===== config.mk =====
export PLATFORM = sky130hd
export DESIGN_NAME = timer_capture
export DESIGN_NICKNAME = d
export VERILOG_FILES = /design/src/rtl/timer_capture.sv
export SDC_FILE = /design/constraint.sdc
export NUM_CORES = 1
export LEC_CHECK = 0
export ABC_AREA = 1
export ABC_CLOCK_PERIOD_IN_PS = 2330
export CAP_MARGIN = 20
export CORE_ASPECT_RATIO = 1.75
export CORE_MARGIN = 5
export CORE_UTILIZATION = 45
export DETAILED_ROUTE_END_ITERATION = 10
export PLACE_DENSITY = 0.68
export REMOVE_ABC_BUFFERS = 1
export SLEW_MARGIN = 20
export SYNTH_ARGS = -nofsm -noshare
export SYNTH_HDL_FRONTEND = slang
export SYNTH_SLANG_ARGS = --single-unit

===== constraint.sdc =====
create_clock -name clk -period 2.33 [get_ports clk]
set_clock_uncertainty 0.2 [all_clocks]
set_input_delay 0.3495 -clock clk [delete_from_list [all_inputs] [get_ports clk]]
set_output_delay 0.3495 -clock clk [all_outputs]
set_load 0.01 [all_outputs]

===== src/rtl/timer_capture.sv =====
// Input-capture unit: synchronizes an async event line, timestamps selected edges
// into a first-word-fall-through FIFO. Define TIMER_CAPTURE_DELTA_EN to store deltas.
module timer_capture #(
  parameter int CNT_W       = 4,
  parameter int DEPTH       = 4,
  parameter int SYNC_STAGES = 2
) (
  input  logic                     clk,
  input  logic                     rst,
  input  logic [CNT_W-1:0]         count_i,
  input  logic                     event_i,
  input  logic [1:0]               edge_sel_i,
  output logic [CNT_W-1:0]         ts_o,
  output logic                     ts_valid_o,
  input  logic                     ts_ready_i,
  output logic [$clog2(DEPTH):0]   level_o,
  output logic                     overflow_o,
  input  logic                     overflow_clr_i
);

  localparam int AW = $clog2(DEPTH);
  localparam int LW = AW + 1;

  logic [SYNC_STAGES-1:0] r_sync;
  logic                   r_prev;
  logic [CNT_W-1:0]       r_mem [DEPTH];
  logic [AW-1:0]          r_wr_ptr;
  logic [AW-1:0]          r_rd_ptr;
  logic [LW-1:0]          r_level;
  logic                   r_overflow;

  logic                   w_s;
  logic                   w_rise;
  logic                   w_fall;
  logic                   w_det;
  logic                   w_nonempty;
  logic                   w_full;
  logic                   w_pop;
  logic                   w_push;
  logic                   w_drop;
  logic [CNT_W-1:0]       w_wdata;

  always_ff @(posedge clk or posedge rst) begin
    if (rst) begin
      r_sync <= '0;
      r_prev <= 1'b0;
    end else begin
      r_sync <= {r_sync[SYNC_STAGES-2:0], event_i};
      r_prev <= r_sync[SYNC_STAGES-1];
    end
  end

  assign w_s    = r_sync[SYNC_STAGES-1];
  assign w_rise = w_s & ~r_prev;
  assign w_fall = ~w_s & r_prev;
  assign w_det  = (edge_sel_i[0] & w_rise) | (edge_sel_i[1] & w_fall);

`ifdef TIMER_CAPTURE_DELTA_EN
  // last_cap follows every detected event, even dropped ones, so deltas stay true
  logic [CNT_W-1:0] r_last_cap;

  always_ff @(posedge clk or posedge rst) begin
    if (rst) begin
      r_last_cap <= '0;
    end else if (w_det) begin
      r_last_cap <= count_i;
    end
  end

  assign w_wdata = count_i - r_last_cap;
`else
  assign w_wdata = count_i;
`endif

  assign w_nonempty = (r_level != '0);
  assign w_full     = (r_level == LW'(DEPTH));
  assign w_pop      = w_nonempty & ts_ready_i;
  assign w_push     = w_det & (~w_full | w_pop);
  assign w_drop     = w_det & w_full & ~w_pop;

  always_ff @(posedge clk or posedge rst) begin
    if (rst) begin
      for (int i = 0; i < DEPTH; i++) begin
        r_mem[i] <= '0;
      end
    end else if (w_push) begin
      r_mem[r_wr_ptr] <= w_wdata;
    end
  end

  always_ff @(posedge clk or posedge rst) begin
    if (rst) begin
      r_wr_ptr <= '0;
      r_rd_ptr <= '0;
      r_level  <= '0;
    end else begin
      if (w_push) begin
        r_wr_ptr <= r_wr_ptr + AW'(1);
      end
      if (w_pop) begin
        r_rd_ptr <= r_rd_ptr + AW'(1);
      end
      case ({w_push, w_pop})
        2'b10:   r_level <= r_level + LW'(1);
        2'b01:   r_level <= r_level - LW'(1);
        default: r_level <= r_level;
      endcase
    end
  end

  // A drop in the same cycle as a clear keeps the flag set
  always_ff @(posedge clk or posedge rst) begin
    if (rst) begin
      r_overflow <= 1'b0;
    end else if (w_drop) begin
      r_overflow <= 1'b1;
    end else if (overflow_clr_i) begin
      r_overflow <= 1'b0;
    end
  end

  assign ts_valid_o = w_nonempty;
  assign ts_o       = w_nonempty ? r_mem[r_rd_ptr] : '0;
  assign level_o    = r_level;
  assign overflow_o = r_overflow;

endmodule


# Word level (Yosys, flattened, before mapping)
# Index checks and enable logic that the tools add are counted.
# classes
n_reduce_logical	4
magnitude_cmp	3
eq_ne	3
add_sub_neg	4
bitwise_logic	16
mux	10
# op_table
cell	n
bitwise mux 16 bit	1
2-to-1 mux 4 bit	4
AND 1 bit	8
binary-select mux 4 bit (select 2 bit)	1
demux 4 bit (select 2 bit)	1
>= comparator 3 bit (second input constant)	2
inverter 2 -> 3 bit	2
case mux 3 bit (2 select lines)	1
adder 2 x 1 -> 2 bit (second input constant)	2
inverter 1 bit	4
nonzero test 2 bit	2
adder 3 x 1 -> 3 bit (second input constant)	1
== test 3 bit (second input constant)	1
less-than comparator 3 x 1 -> 1 bit (second input constant)	1
nonzero test 3 bit	1
subtractor 3 x 1 -> 3 bit (second input constant)	1
== test 2 x 1 -> 1 bit (second input constant)	1
== test 2 bit (second input constant)	1
2-to-1 mux 1 bit	2
bitwise OR 1 bit	2
logical AND 1 bit	1
# word_totals
regBits	27
input_bits	11
out_inout_bits	9
elab_cells	50

# Logic depth before layout (Yosys ltp)
# Gate-level depths: netlist (run 1).
# logic_depth
depth_word	7
depth_mapped	12
ltp_nobuf	12

# Worst setup path before layout (run 1)
# No wires, ideal clock.
# synth_timing
path_type	flip-flop to flip-flop
startpoint	reg r_level[0] (netlist: level_o[0])
endpoint	reg r_level[2] (netlist: level_o[2])
path_buffers	0
required_ps	2017
setup_time_ps	113
stages_incl_launch_ff	13
path_slack_ps	540
arrival_time_ps	1477
synth_period_minus_slack_ps	1790
path_cell_list	dfrtp_1 > nor2_2 > nand2_2 > nand2_2 > inv_2 > nand2_4 > fa_1 > inv_1 > nand2_1 > nand2_1 > nand2_1 > nand2_1 > inv_1
# synth_via
elab_chain_len	6
elab_cells_between_ends	12
cone_classes	2 x add/sub; 3 x eq/ne; 1 x mux; 4 x bitwise; 2 x reduce/logical
# synth_rtl
element	line	rtl
from (decl)	29	logic [LW-1:0] r_level;
from (signal assigned)	104	2'b10: r_level <= r_level + LW'(1);
from (signal assigned)	105	2'b01: r_level <= r_level - LW'(1);
from (signal assigned)	106	default: r_level <= r_level;
nonzero test 3 bit (*)	75	assign w_nonempty = (r_level != '0);
via ts_valid_o	14	output logic ts_valid_o,
AND 1 bit (*)	77	assign w_pop = w_nonempty & ts_ready_i;
bitwise OR 1 bit	78	assign w_push = w_det & (~w_full | w_pop);
AND 1 bit	78	
== test 2 x 1 -> 1 bit or == test 2 bit (tied branches)	103	case ({w_push, w_pop})
case mux 3 bit (2 select lines) or nonzero test 2 bit (tied branches)	--	
# The timed path passes the listed nets; every way through them passes the cells marked *.
# A chain may end at the register's enable or synchronous reset.

# Worst setup path after layout (run 1)
# layout_timing
startpoint	reg r_rd_ptr[0]
endpoint	out ts_o[0]
# layout_via
elab_chain_len	5
# layout_rtl
element	line	rtl
from (decl)	28	logic [AW-1:0] r_rd_ptr;
from (signal assigned)	101	r_rd_ptr <= r_rd_ptr + AW'(1);
inverter 2 -> 3 bit (not written as such)	123	assign ts_o = w_nonempty ? r_mem[r_rd_ptr] : '0;
binary-select mux 4 bit (select 2 bit)	123	
2-to-1 mux 4 bit (not written as such) (2 in a row)	123	
2-to-1 mux 4 bit	123	
to (decl)	13	output logic [CNT_W-1:0] ts_o,
# Every way passes these cells. The select of a mux whose other input is x is not followed.

==> impl_metrics.env, run 1 <==
export IMPL_wl_met3_um=102
export IMPL_worst_r2r_cell_count=12
export IMPL_worstSetupStartpoint="r_rd_ptr[0]$_DFFE_PP0P_"
export IMPL_dr_max_layer_used="met4"
export IMPL_area_growth_syn_to_layout_pct=21.4
export IMPL_netlist_top_cells_area="sky130_fd_sc_hd__dfrtp_1 49%, sky130_fd_sc_hd__nand2_1 9.1%, sky130_fd_sc_hd__inv_1 7.1%"
export IMPL_report_final_slew_viol_count=0
export IMPL_synth_area_leader_cell="sky130_fd_sc_hd__dfrtp_1"
export IMPL_route_detailed_wl_per_inst_um=13.4
export IMPL_finalNetCount=198
export IMPL_finalCriticalPeriod_ns=2.15
export IMPL_finalWeightedCongestion=0.824
export IMPL_syn_area_per_cell_um2=8.76
export IMPL_tritoncts="built"
export IMPL_first_global_vias=1152
export IMPL_timing_final_setup_violations=0
export IMPL_worst_slew_pin_slew_ns=0.349
export IMPL_clk_transition_reported_paths_ns=0.09
export IMPL_startpoint_type="flop"
export IMPL_timing_critical_path_buf_inv=2
export IMPL_synth_top_area_share_pct=49.5
export IMPL_synth_ff_type="sky130_fd_sc_hd__dfrtp_1"
export IMPL_worst_setup_path_endpoint="ts_o[0]"
export IMPL_cts_htree_levels=1
export IMPL_core_rowCount=26
export IMPL_synth_edf_count=0
export IMPL_fin_crit_sh_pct=92.1
export IMPL_totalNegativeSetupSlack_ns=0
export IMPL_timing_critical_path_cells="buf_2, a21oi_1, o21ai_0, a21oi_1, dlygate4sd2_1"
export IMPL_async_reset_ff_share_pct=100
export IMPL_routed_via_density=5.14
export IMPL_p_per_cell_area_mw_per_mm2=1230
export IMPL_critical_path_most_common_cell="sky130_fd_sc_hd__a21oi_1"
export IMPL_detailroute_wirelength_met2_mm=1.59
export IMPL_timing_rr_end="level_o[2]$_DFFE_PP0P_"
export IMPL_final_antenna_net_count=0
export IMPL_synthCells=156
export IMPL_drt_initial_drc_count=30
export IMPL_fp_dieArea_mm2=0.00428
export IMPL_synth_yosys_warnings=0
export IMPL_grt_max_degree=28
export IMPL_crit_cells=5
export IMPL_power_w=0.00204
export IMPL_ctsHoldBuffers=0
export IMPL_floorplan_die_width_um=51.7
export IMPL_detailroute_via_count=1074
export IMPL_cts_buffer_depth=2
export IMPL_cp_arrival_ns=1.60
export IMPL_worst_path_max_fanout=7
export IMPL_worstSetupEndpointType="primary output"
export IMPL_synth_yosys_seq_area_share_pct=49.5
export IMPL_setup_repair_after_global_routing_missed_its_margin="false"
export IMPL_timing_rr_start="level_o[0]$_DFFE_PP0P_"
export IMPL_gr_total_overflow=0
export IMPL_numCtsBuffers=3
export IMPL_antenna_found_initial=0
export IMPL_post_synth_most_frequent_cells="33 x sky130_fd_sc_hd__nand2_1, 27 x sky130_fd_sc_hd__dfrtp_1, 26 x sky130_fd_sc_hd__inv_1, 13 x sky130_fd_sc_hd__o21ai_0, 9 x sky130_fd_sc_hd__a21oi_1"
export IMPL_max_freq_ghz=0.466
export IMPL_critPathRequiredTime_ns=1.78
export IMPL_family_with_the_most_delay_on_the_worst_path="buffers and inverters"
export IMPL_floorplan_initialDensity_pct=46.7
export IMPL_hold_violations=0
export IMPL_global_route_wire_length_before_repair_mm=4.84
export IMPL_detailed_place_hpwl_mm=2.10
export IMPL_grt_usage_pct=14.4
export IMPL_relSlewSlack_pct=76.8
export IMPL_fp_dieH_um=82.9
export IMPL_routed_wirelength_mm=2.80
export IMPL_synth_cell_type_count=25
export IMPL_layout_drive_gt1_share_pct=14.9
export IMPL_worst_path_max_delay_cell="sky130_fd_sc_hd__dfrtp_2"
export IMPL_clk_latency_ns=0.26
export IMPL_cts_num_sinks=27
export IMPL_routedLengthMet1_mm=1.07
export IMPL_rrSetupSlack_ns=0.49
export IMPL_timing_critical_path_slowest_cell_delay_ns=0.45
export IMPL_cts_root_buf="sky130_fd_sc_hd__clkbuf_8"
export IMPL_synth_most_common_cell="sky130_fd_sc_hd__nand2_1"
export IMPL_worst_setup_path_type="flop to primary output"
export IMPL_syn_area_mm2=0.00137
export IMPL_drv_max_cap_violation_count=0
export IMPL_drt_first_pass_iters=4
export IMPL_run_status="finished clean"
export IMPL_boundary_pin_count=20
export IMPL_core_util_final_pct=56.7
export IMPL_peakVddDrop_mv=0.699
export IMPL_ffs_latches_synth=27
export IMPL_place_port_buffers=19
export IMPL_power_static_leakage_nw=0.836
export IMPL_insertedDiodeCount=0
export IMPL_remaining_drc_errors=0
export IMPL_core_area_mm2=0.00293
export IMPL_worst_min_path_class="flop to flop"
-- routing by layer --
layer  track usage (%)  vias up
li1                  -      536
met1              16.1      512
met2              25.5       22
met3              2.33        4
met4              6.68        0
met5                 0        -
-- report_power, final --
part           leakage, nW  internal (W)  switching (W)  total (W)
Clock               0.0228      0.000122       0.000136   0.000258
Sequential           0.324      0.000670       0.000138   0.000808
Combinational        0.489      0.000443       0.000534   0.000977
Total                0.836       0.00124       0.000808    0.00204
-- stage by stage --
stage | instances | hold slack, ns | cell area, um^2 | setup WS [ns]
5_1_grt | 209 | 0.163 | 1660 | 0.0606
4_1_cts | 205 | 0.157 | 1620 | 0.0210
3_3_place_gp | 201 | 0.140 | 1580 | 0.176
2_1_floorplan | 152 | 0.131 | 1340 | 0.540
6_report | 209 | 0.153 | 1660 | 0.184
3_5_place_dp | 201 | 0.136 | 1580 | 0.171
-- cells by family (layout without fill, tap and decap cells) --
family	Yosys count	after routing	synth area share, %
adders and majority gates	5	5	5.13
DFF	27	27	49.5
xor gates and xnor gates	3	3	2.47
AOI/OAI and AO/OA	35	35	13.9
buffers and inverters	31	56	9.52
and+or+nand+nor	55	55	19.5
-- layout make-up --
type                            count  area (um^2)
Timing Repair Buffer               25          239
Inverter                           27          101
Tap cell                           28         35.0
Fill cell                         274         1270
Sequential cell                    27          678
Clock buffer                        4         45.0
Multi-Input combinational cell     98          561
-- cells in the final DEF (no fill, tap or decap), drive strengths merged --
cell type,instances
nand2,40
inv,27
dfrtp,27
o21ai,20
clkdlybuf4s50,15
nor2,11
a21oi,10
buf,6
o211ai,4
ha,4
nand3,4
clkbuf,4
dlymetal6s2s,3
xor2,3
o22ai,1
fa,1
dlygate4sd2,1
-- registers in the layout, summed over array words and instances (netlist names) --
signal	count
overflow_o	1
r_sync	2
r_wr_ptr	2
r_mem	16
r_prev	1
r_rd_ptr	2
level_o	3
-- worst min path at each step --
stage | slack [ns] | end | depth (start not counted) | startpoint
after floorplan | 0.13 | r_sync[1]$_DFF_PP0_ | 0 | r_sync[0]$_DFF_PP0_
after global placement | 0.14 | r_sync[1]$_DFF_PP0_ | 0 | r_sync[0]$_DFF_PP0_
after detailed placement | 0.14 | r_sync[1]$_DFF_PP0_ | 0 | r_sync[0]$_DFF_PP0_
after CTS | 0.16 | r_sync[1]$_DFF_PP0_ | 0 | r_sync[0]$_DFF_PP0_
after global routing | 0.16 | r_sync[1]$_DFF_PP0_ | 0 | r_sync[0]$_DFF_PP0_
final | 0.15 | r_sync[1]$_DFF_PP0_ | 0 | r_sync[0]$_DFF_PP0_
-- repair_timing --
| action | in CTS | in global routing |
|---|---|---|
| gates resized for setup | 2 | 4 |
| setup endpoints to repair | 4 | 3 |
| buffers inserted | 0 | 4 |
No activity file was read; power rests on OpenSTA's default activity.
==> run 2: changes to the inputs <==
--- a/config.mk
+++ b/config.mk
@@ -14,6 +14,7 @@
 export DETAILED_ROUTE_END_ITERATION = 10
 export PLACE_DENSITY = 0.68
 export REMOVE_ABC_BUFFERS = 1
+export SETUP_SLACK_MARGIN = 0.1
 export SLEW_MARGIN = 20
 export SYNTH_ARGS = -nofsm -noshare
 export SYNTH_HDL_FRONTEND = slang
==> run 2 against run 1 <==
Register-to-register slack about the same. First-iteration DRC count rose by 20%. Non-clock buffer count decreased by 4. Global-route usage unchanged. Sequential power is 2% higher. Largest power group unchanged. Final cell count shrank 1.9%. Combinational power decreased by 9.6%. Die area is the same. Routed wire length is 3.0% lower. Critical endpoint unchanged. Hold slack barely moved. Flip-flop and latch count unchanged. Largest cell class unchanged. Total power decreased by 3.6%.
==> impl_metrics.env, run 2 (synthesized netlist as in run 1, its figures left out) <==
export IMPL_run_status="finished clean"
export IMPL_first_global_vias=1152
export IMPL_place_port_buffers=19
export IMPL_critPathRequiredTime_ns=1.78
export IMPL_timing_final_setup_violations=0
export IMPL_route_detailed_wl_per_inst_um=13.3
export IMPL_peakVddDrop_mv=0.690
export IMPL_p_per_cell_area_mw_per_mm2=1220
export IMPL_grt_usage_pct=14.4
export IMPL_gr_total_overflow=0
export IMPL_routed_via_density=5.16
export IMPL_cts_htree_levels=1
export IMPL_finalNetCount=194
export IMPL_finalWeightedCongestion=0.824
export IMPL_routed_wirelength_mm=2.72
export IMPL_max_freq_ghz=0.486
export IMPL_cts_num_sinks=27
export IMPL_boundary_pin_count=20
export IMPL_worstSetupEndpointType="primary output"
export IMPL_drt_first_pass_iters=4
export IMPL_worst_path_max_fanout=16
export IMPL_worst_setup_path_type="flop to primary output"
export IMPL_cts_buffer_depth=2
export IMPL_placed_instances=201
export IMPL_drv_max_cap_violation_count=0
export IMPL_clk_transition_reported_paths_ns=0.09
export IMPL_mostFrequentLayoutCells="33 x sky130_fd_sc_hd__nand2_1, 26 x sky130_fd_sc_hd__inv_1, 26 x sky130_fd_sc_hd__dfrtp_1"
export IMPL_clk_latency_ns=0.26
export IMPL_setup_repair_after_global_routing_missed_its_margin="false"
export IMPL_worst_slew_pin_slew_ns=0.345
export IMPL_startpoint_type="flop"
export IMPL_layout_drive_gt1_share_pct=12.4
export IMPL_fin_crit_sh_pct=88.4
export IMPL_cp_arrival_ns=1.51
export IMPL_setup_ws_ns=0.271
export IMPL_detailroute_via_count=1058
export IMPL_tritoncts="built"
export IMPL_area_growth_syn_to_layout_pct=18.5
export IMPL_largest_register_ff_count=16
export IMPL_cts_root_buf="sky130_fd_sc_hd__clkbuf_8"
export IMPL_final_common_cell="sky130_fd_sc_hd__nand2_1"
export IMPL_max_flop_register="r_mem"
export IMPL_floorplan_die_width_um=51.7
export IMPL_totalNegativeSetupSlack_ns=0
export IMPL_insertedDiodeCount=0
export IMPL_relSlewSlack_pct=77.0
export IMPL_final_antenna_net_count=0
export IMPL_report_final_slew_viol_count=0
export IMPL_power_static_leakage_nw=0.792
export IMPL_final_hold_worst_slack_ns=0.153
export IMPL_remaining_drc_errors=0
export IMPL_dp_worst_setup_slack_ns=0.171
export IMPL_numCtsBuffers=3
export IMPL_global_route_wire_length_before_repair_mm=4.84
export IMPL_core_area_mm2=0.00293
export IMPL_fp_dieH_um=82.9
export IMPL_drt_initial_drc_count=36
export IMPL_ctsHoldBuffers=0
export IMPL_worst_min_path_class="flop to flop"
export IMPL_finalCriticalPeriod_ns=2.06
export IMPL_antenna_found_initial=0
export IMPL_detailed_place_hpwl_mm=2.10
export IMPL_fp_dieArea_mm2=0.00428
export IMPL_hold_violations=0
export IMPL_grt_max_degree=28
export IMPL_floorplan_initialDensity_pct=46.7
export IMPL_final_cell_count_without_fillers=205
export IMPL_core_rowCount=26
run 2: per-layer routing:
metal	wire, um	part of all wire (%)	track usage (%)	vias up
li1	-	-	-	528
met1	1050	39	16.1	498
met2	1480	54	25.5	27
met3	117	4.3	2.33	5
met4	74	2.7	6.68	0
met5	0	0	0	-
run 2: worst paths after layout:
path,start,end,slack [ns],cells after the start
max,r_rd_ptr[0]$_DFFE_PP0P_,ts_o[0],0.27,4
min,r_sync[0]$_DFF_PP0_,r_sync[1]$_DFF_PP0_,0.15,0
max reg2reg,level_o[0]$_DFFE_PP0P_,level_o[2]$_DFFE_PP0P_,0.50,12
min reg2reg,r_sync[0]$_DFF_PP0_,r_sync[1]$_DFF_PP0_,0.15,0
max in group asynchronous,rst,r_rd_ptr[0]$_DFFE_PP0P_,1.42,3
min in group asynchronous,rst,r_sync[1]$_DFF_PP0_,0.23,3
run 2: layout make-up:
| class | count | area, um^2 |
|---|---|---|
| fillers | 276 | 1310 |
| well taps | 28 | 35.0 |
| flip-flops and latches | 27 | 677 |
| repair buffers | 21 | 200 |
| inverters | 27 | 101 |
| multi-input cells | 98 | 561 |
| clock buffers | 4 | 45.0 |
run 2: critical path, stage by stage, from the launching register on:
cell                            delay, ns
sky130_fd_sc_hd__dfrtp_2             0.51
sky130_fd_sc_hd__a21oi_1             0.18
sky130_fd_sc_hd__o21ai_0             0.10
sky130_fd_sc_hd__a21oi_1             0.16
sky130_fd_sc_hd__dlygate4sd2_1       0.29
run 2: power breakdown:
part / leakage, nW / switching (W) / internal (W)
logic: 0.444 / 0.000501 / 0.000382
clock network: 0.0228 / 0.000138 / 0.000122
registers: 0.325 / 0.000157 / 0.000668
total: 0.792 / 0.000796 / 0.00117
run 2: through the flow:
stage | power [W] | area (um^2) | utilization [%]
finish | 0.00197 | 1620 | 55.3
global route | 0.00216 | 1620 | 55.3
CTS | 0.00200 | 1620 | 55.3
detailed placement | 0.00178 | 1580 | 53.9
global placement | 0.00174 | 1580 | 53.9
floorplan | 0.00138 | 1340 | -
run 2: what timing repair did:
| action | 4_1_cts | 5_1_grt |
|---|---|---|
| endpoints found under the setup margin | 4 | 0 |
| setup buffers | 0 | 0 |
| gates resized for setup | 5 | 0 |
